## config.mk

```make
export PLATFORM = sky130hd
export DESIGN_NAME = ioctl_sdram_loader
export DESIGN_NICKNAME = d
export VERILOG_FILES = /design/src/rtl/ioctl_sdram_loader.sv
export SDC_FILE = /design/constraint.sdc
export NUM_CORES = 1
export LEC_CHECK = 0
export BUFFER_PORTS_ARGS = -buffer_cell sky130_fd_sc_hd__buf_4
export CORE_UTILIZATION = 44
export CTS_BUF_LIST = sky130_fd_sc_hd__clkbuf_8
export DETAILED_ROUTE_END_ITERATION = 8
export PLACE_DENSITY_LB_ADDON = 0.2
export SYNTH_ARGS = -nofsm -noshare
export SYNTH_HDL_FRONTEND = slang
export SYNTH_SLANG_ARGS = --single-unit
```

## constraint.sdc

```tcl
create_clock -name clk_sys -period 3.6 [get_ports clk_sys]
set_clock_uncertainty 0.2 [all_clocks]
set_input_delay 0.72 -clock clk_sys [delete_from_list [all_inputs] [get_ports clk_sys]]
set_output_delay 0.72 -clock clk_sys [all_outputs]
set_load 0.01 [all_outputs]
```

## src/rtl/ioctl_sdram_loader.sv

```systemverilog
// Streams HPS ioctl download words into SDRAM: one level request per word, held until ack.
// Optional running checksum over written words is enabled by defining IOCTL_LOADER_CSUM_EN.
module ioctl_sdram_loader #(
  parameter logic [7:0]  INDEX = 8'h00,
  parameter logic [24:0] BASE  = 25'h0
) (
  input  logic        clk_sys,
  input  logic        reset,
  input  logic        ioctl_download,
  input  logic [7:0]  ioctl_index,
  input  logic        ioctl_wr,
  input  logic [24:0] ioctl_addr,
  input  logic [15:0] ioctl_dout,
  output logic        ioctl_wait,
  output logic        mem_req,
  output logic [24:0] mem_addr,
  output logic [15:0] mem_din,
  input  logic        mem_ack,
  output logic        busy,
  output logic        done,
  output logic        err_overrun,
  output logic [23:0] word_count,
  output logic [15:0] csum
);

  localparam int unsigned AW = 25;
  localparam int unsigned DW = 16;
  localparam int unsigned CW = 24;

  typedef enum logic {
    S_IDLE = 1'b0,
    S_REQ  = 1'b1
  } state_t;

  state_t        state, state_d;
  logic          match_c, match_q, rise_c, fall_c;
  logic          pend_done, pend_done_d;
  logic          mem_req_d, ioctl_wait_d, done_d, err_d;
  logic [AW-1:0] mem_addr_d;
  logic [DW-1:0] mem_din_d;
  logic [CW-1:0] word_count_d;

  assign match_c = ioctl_download && (ioctl_index == INDEX);
  assign rise_c  = match_c && !match_q;
  assign fall_c  = !match_c && match_q;
  assign busy    = match_c || (state == S_REQ);

  // Next-state and registered-output logic
  always_comb begin
    state_d      = state;
    mem_req_d    = mem_req;
    ioctl_wait_d = ioctl_wait;
    mem_addr_d   = mem_addr;
    mem_din_d    = mem_din;
    done_d       = 1'b0;
    err_d        = err_overrun;
    word_count_d = word_count;
    pend_done_d  = pend_done;

    if (rise_c) begin
      word_count_d = '0;
      err_d        = 1'b0;
      pend_done_d  = 1'b0;
    end

    case (state)
      S_IDLE: begin
        if (fall_c) begin
          done_d = 1'b1;
        end
        if (ioctl_wr && match_c) begin
          state_d      = S_REQ;
          mem_req_d    = 1'b1;
          ioctl_wait_d = 1'b1;
          mem_addr_d   = AW'(BASE + {ioctl_addr[AW-1:1], 1'b0});
          mem_din_d    = ioctl_dout;
        end
      end
      S_REQ: begin
        if (ioctl_wr) begin
          err_d = 1'b1;
        end
        // Session end during a pending write is reported once that write lands
        if (fall_c) begin
          pend_done_d = 1'b1;
        end
        if (mem_ack) begin
          state_d      = S_IDLE;
          mem_req_d    = 1'b0;
          ioctl_wait_d = 1'b0;
          if (word_count_d != '1) begin
            word_count_d = word_count_d + CW'(1);
          end
          done_d      = pend_done_d;
          pend_done_d = 1'b0;
        end
      end
      default: state_d = S_IDLE;
    endcase
  end

  always_ff @(posedge clk_sys) begin
    if (reset) begin
      state       <= S_IDLE;
      match_q     <= 1'b0;
      pend_done   <= 1'b0;
      mem_req     <= 1'b0;
      ioctl_wait  <= 1'b0;
      mem_addr    <= '0;
      mem_din     <= '0;
      done        <= 1'b0;
      err_overrun <= 1'b0;
      word_count  <= '0;
    end else begin
      state       <= state_d;
      match_q     <= match_c;
      pend_done   <= pend_done_d;
      mem_req     <= mem_req_d;
      ioctl_wait  <= ioctl_wait_d;
      mem_addr    <= mem_addr_d;
      mem_din     <= mem_din_d;
      done        <= done_d;
      err_overrun <= err_d;
      word_count  <= word_count_d;
    end
  end

`ifdef IOCTL_LOADER_CSUM_EN
  logic [DW-1:0] csum_d;

  // Checksum accumulates each completed word, cleared at session start
  always_comb begin
    csum_d = csum;
    if (rise_c) begin
      csum_d = '0;
    end
    if ((state == S_REQ) && mem_ack) begin
      csum_d = DW'(csum_d + mem_din);
    end
  end

  always_ff @(posedge clk_sys) begin
    if (reset) begin
      csum <= '0;
    end else begin
      csum <= csum_d;
    end
  end
`else
  assign csum = 16'h0000;
`endif

endmodule

```

==> summary.txt <==
CTS
  – Root Buffer Master: sky130_fd_sc_hd__clkbuf_8
  – Number of CTS-inserted buffers: 9
  – Number of H-tree levels: 3
  – Postcts setup bufs: 0
  – Clock sinks: 70
  – CTS tree: yes
  – Number of resized instances in the post-cts repair step: 0
  – Deepest clock path buffer count: 2
  – Total of hold buffers inserted after clock tree synthesis: 0
  – Post-CTS clock slew at the launch and capture registers of the worst setup and hold paths: ~0.080 ns
  – Clock insertion delay at the later pin of the skew report: between 0.3 and 0.4 ns

Final layout
  – Post-synthesis to final-layout area growth: 37.2%
  – Filler Cell Count: 606
  – Post-Layout Inst Area: ~4300 sq um
  – Nets@finish: 566
  – N_diodes: 0
  – Fraction of final layout cells sized beyond drive strength 1: 0.326
  – Final instance count without filler cells: 612

Pwr
  – Worst VDD drop: approximately 260 uV
  – Ratio of total power to cell area: 345 nW/um^2
  – Static power due to leakage: approximately 1.7 nW

Place
  – Total placed cells including tap cells: roughly 600
  – Post-Place Worst Slack: -0.159 ns
  – Count of buffers inserted at the top-level ports: 121
  – Detailed-placement wirelength estimate: about 5.5 mm
  – Routability congestion estimate from global placement: 0.940
  – Placed cell area: 4070 sq um

Die
  – Effective utilization at floorplan: 0.457
  – Row count: 30
  – Top-level port count: 140
  – Placeable core region: between 6000 and 7000 sq um
  – Floorplan die area: 7400 sq um
  – Die height: 86.0 um
  – Chip width: between 80 and 90 um

Setup path
  – Worst Reg-to-Reg Cells: 8
  – Reg2reg end: word_count[20]
  – Critical-path maximum fanout: 8
  – Cell Chain, Critical Path: buf_4, or4b_4, or4_1, and2_1, ha_2, nand3_2, nor3_1, a21o_1, or4_2, nand2_1
  – Critical register-to-register path startpoint: match_q
  – CP Data Required Time: ~3.7 ns
  – CP Capture Type: flop
  – Critical path's largest stage delay: 0.62 ns
  – Data arrival at the endpoint of the critical path: around 3.5 ns
  – Kind of critical path: in2reg
  – Type of element launching the critical path: input port
  – Worst reg2reg setup slack: around 0.70 ns
  – Worst-path cell with the longest stage delay: sky130_fd_sc_hd__or4_1

STA
  – FMAX: roughly 290 MHz
  – Final cycle utilization of the critical path: 0.947
  – Worst Max-Slew Pin Slew: roughly 0.67 ns
  – Remaining max-slew budget at the tightest pin: 0.551
  – Worst-case setup margin in the final layout: about 0.19 ns
  – Final worst path period need: 3.41 ns
  – Setup violation total in the final timing report: 0
  – Unrepaired setup endpoints after global routing: false
  – Total Neg Setup Slack: 0 ns
  – Final number of hold-violating endpoints: 0
  – Final max-slew violation count: 0

Logic synthesis
  – Cells after Synth: ~390
  – Library cell with the highest instance count after synthesis: sky130_fd_sc_hd__nand2_1
  – Most frequent cells after synthesis: 99 x sky130_fd_sc_hd__nand2_1, 70 x sky130_fd_sc_hd__dfxtp_1, 55 x sky130_fd_sc_hd__a21oi_1
  – Count of state elements after synthesis: 70
  – Cell taking the most area after synthesis: sky130_fd_sc_hd__dfxtp_1
  – Async SR Flop Fraction: 0
  – Number of enable-type register cells in the synthesized netlist: 0
  – Portion of synthesized cell area occupied by the leading cell type: 0.451
  – Prevailing post-synth register cell: sky130_fd_sc_hd__dfxtp_1
  – Share of synthesized area occupied by flip-flops and latches: 0.451
  – Cell types occupying the most area after synthesis: sky130_fd_sc_hd__dfxtp_1 45%, sky130_fd_sc_hd__nand2_1 12%, sky130_fd_sc_hd__a21oi_1 8.9%
  – Cell Area, Synth: 3110 sq um
  – Netlist cell types: 44
  – Synth Area per Inst: between 8 and 9 sq um
  – Ys Warns: 0

Detailed routing
  – Detail Route Antenna Nets: 0
  – Via count of the routed design: slightly above 3000
  – First-pass iteration count of the detailed router: 4
  – Remaining DRCs: 0
  – Wire length per cell after detailed routing: about 12 um
  – Routed via count divided by cell count: ~4.9
  – Drt first-iter violations: 107
  – Routed Wire Length: about 7.6 mm

GRT
  – Number of global-route vias before repair: around 2700
  – Maximum number of pins on one net before global-route repair: between 50 and 60
  – Remaining Overflow, GRT: 0
  – Wire length of the first global-routing pass: 12.4 mm
  – Antenna violations before repair: 0
  – Overall routing resource usage: 0.210

Min path
  – Hold path cells: 2
  – Worst min-delay path endpoint: mem_din[0]
  – Worst min-delay path startpoint: mem_din[0]
  – Worst Hold Class: reg2reg

Flow run
  – Max-cap violation count: 0

Outcome
  – Result of the run: finished clean
## state kept, by name, indices dropped and copies added, names as in the netlist
signal,flops
mem_addr,24
mem_req,1
word_count,24
match_q,1
state,1
pend_done,1
done,1
mem_din,16
err_overrun,1
## critical path, delay by kind of cell
kind	cells	cell delay [ns]
buf+inv	1	0.11
simple gates	7	2.25
fa+ha+maj	1	0.18
compound gates	1	0.24
## cells in the final DEF, fill, tap and decap left out, types with 2 or more instances in the layout
cell / n
sky130_fd_sc_hd__conb_1: 17
sky130_fd_sc_hd__or2_2: 2
sky130_fd_sc_hd__nor4_1: 4
sky130_fd_sc_hd__nand2_1: 99
sky130_fd_sc_hd__and2_1: 5
sky130_fd_sc_hd__and3_1: 3
sky130_fd_sc_hd__a21oi_2: 4
sky130_fd_sc_hd__o21ai_0: 12
sky130_fd_sc_hd__nand3_1: 9
sky130_fd_sc_hd__a211oi_1: 2
sky130_fd_sc_hd__o31ai_1: 2
sky130_fd_sc_hd__nand2b_1: 3
sky130_fd_sc_hd__nor3_1: 5
sky130_fd_sc_hd__clkinv_4: 2
sky130_fd_sc_hd__a21oi_1: 55
sky130_fd_sc_hd__clkbuf_8: 9
sky130_fd_sc_hd__nand4_1: 5
sky130_fd_sc_hd__mux2i_1: 2
sky130_fd_sc_hd__dfxtp_1: 70
sky130_fd_sc_hd__xnor2_1: 3
sky130_fd_sc_hd__inv_1: 3
sky130_fd_sc_hd__buf_4: 136
sky130_fd_sc_hd__clkinv_2: 2
sky130_fd_sc_hd__o211ai_1: 2
sky130_fd_sc_hd__or4_1: 7
sky130_fd_sc_hd__nor2_1: 16
sky130_fd_sc_hd__or3_1: 14
## metal layers
metal  up-vias  global-route usage  wire length [um]
li1       1544                   -                 -
met1      1373               0.271              3400
met2        93               0.336              3600
met3        15              0.0433               462
met4         0              0.0970               157
met5         -                   0                 0
## layout make-up
| class | count | area, sq um | share of cell area |
|---|---|---|---|
| clock buffer | 9 | 124 | 0.0290 |
| sequential | 70 | 1400 | 0.329 |
| timing repair buffer | 136 | 1020 | 0.239 |
| multi-input combinational | 291 | 1510 | 0.355 |
| tap | 96 | 120 | 0.0282 |
| clock inverter | 7 | 73.8 | 0.0173 |
| inverter | 3 | 11.3 | 0.00264 |
## power by group
part | internal (mW) | switching, mW | total (mW)
clock | 0.322 | 0.302 | 0.624
sequential | 0.774 | 0.000220 | 0.774
combinational | 0.0403 | 0.0318 | 0.0721
total | 1.14 | 0.334 | 1.47
## stage by stage
| step | utilization | hold WS [ns] | power (mW) |
|---|---|---|---|
| 6_report | 0.628 | 0.256 | 1.47 |
| 4_1_cts | 0.628 | 0.260 | 1.49 |
| 3_3_place_gp | 0.599 | 0.242 | 0.864 |
| 5_1_grt | 0.628 | 0.278 | 1.53 |
| 2_1_floorplan | - | 0.281 | 0.830 |
| 3_5_place_dp | 0.599 | 0.249 | 0.864 |
## kinds of logic after synthesis
kind of cell	Yosys count	share of synthesized area
other	1	0.00121
buffers and inverters	43	0.0882
multiplexers	2	0.00644
XOR/XNOR	3	0.00846
AO/OA/AOI/OAI	83	0.149
flip-flops	70	0.451
AND/OR/NAND/NOR	184	0.288
adder cells (fa/ha/maj)	2	0.00725
## how the worst max path moves through the flow
stage / from / end / slack, ns / depth (start not counted)
6_report: ioctl_index[2] / word_count[6] / 0.19 / 10
5_1_grt: ioctl_index[2] / word_count[7] / 0.03 / 11
4_1_cts: ioctl_index[2] / word_count[6] / 0.20 / 10
3_5_place_dp: ioctl_index[2] / word_count[6] / -0.16 / 10
3_3_place_gp: ioctl_index[2] / word_count[6] / -0.13 / 10
2_1_floorplan: ioctl_index[2] / word_count[6] / 0.04 / 10
Note: power is estimated with default switching activity, not from simulation.
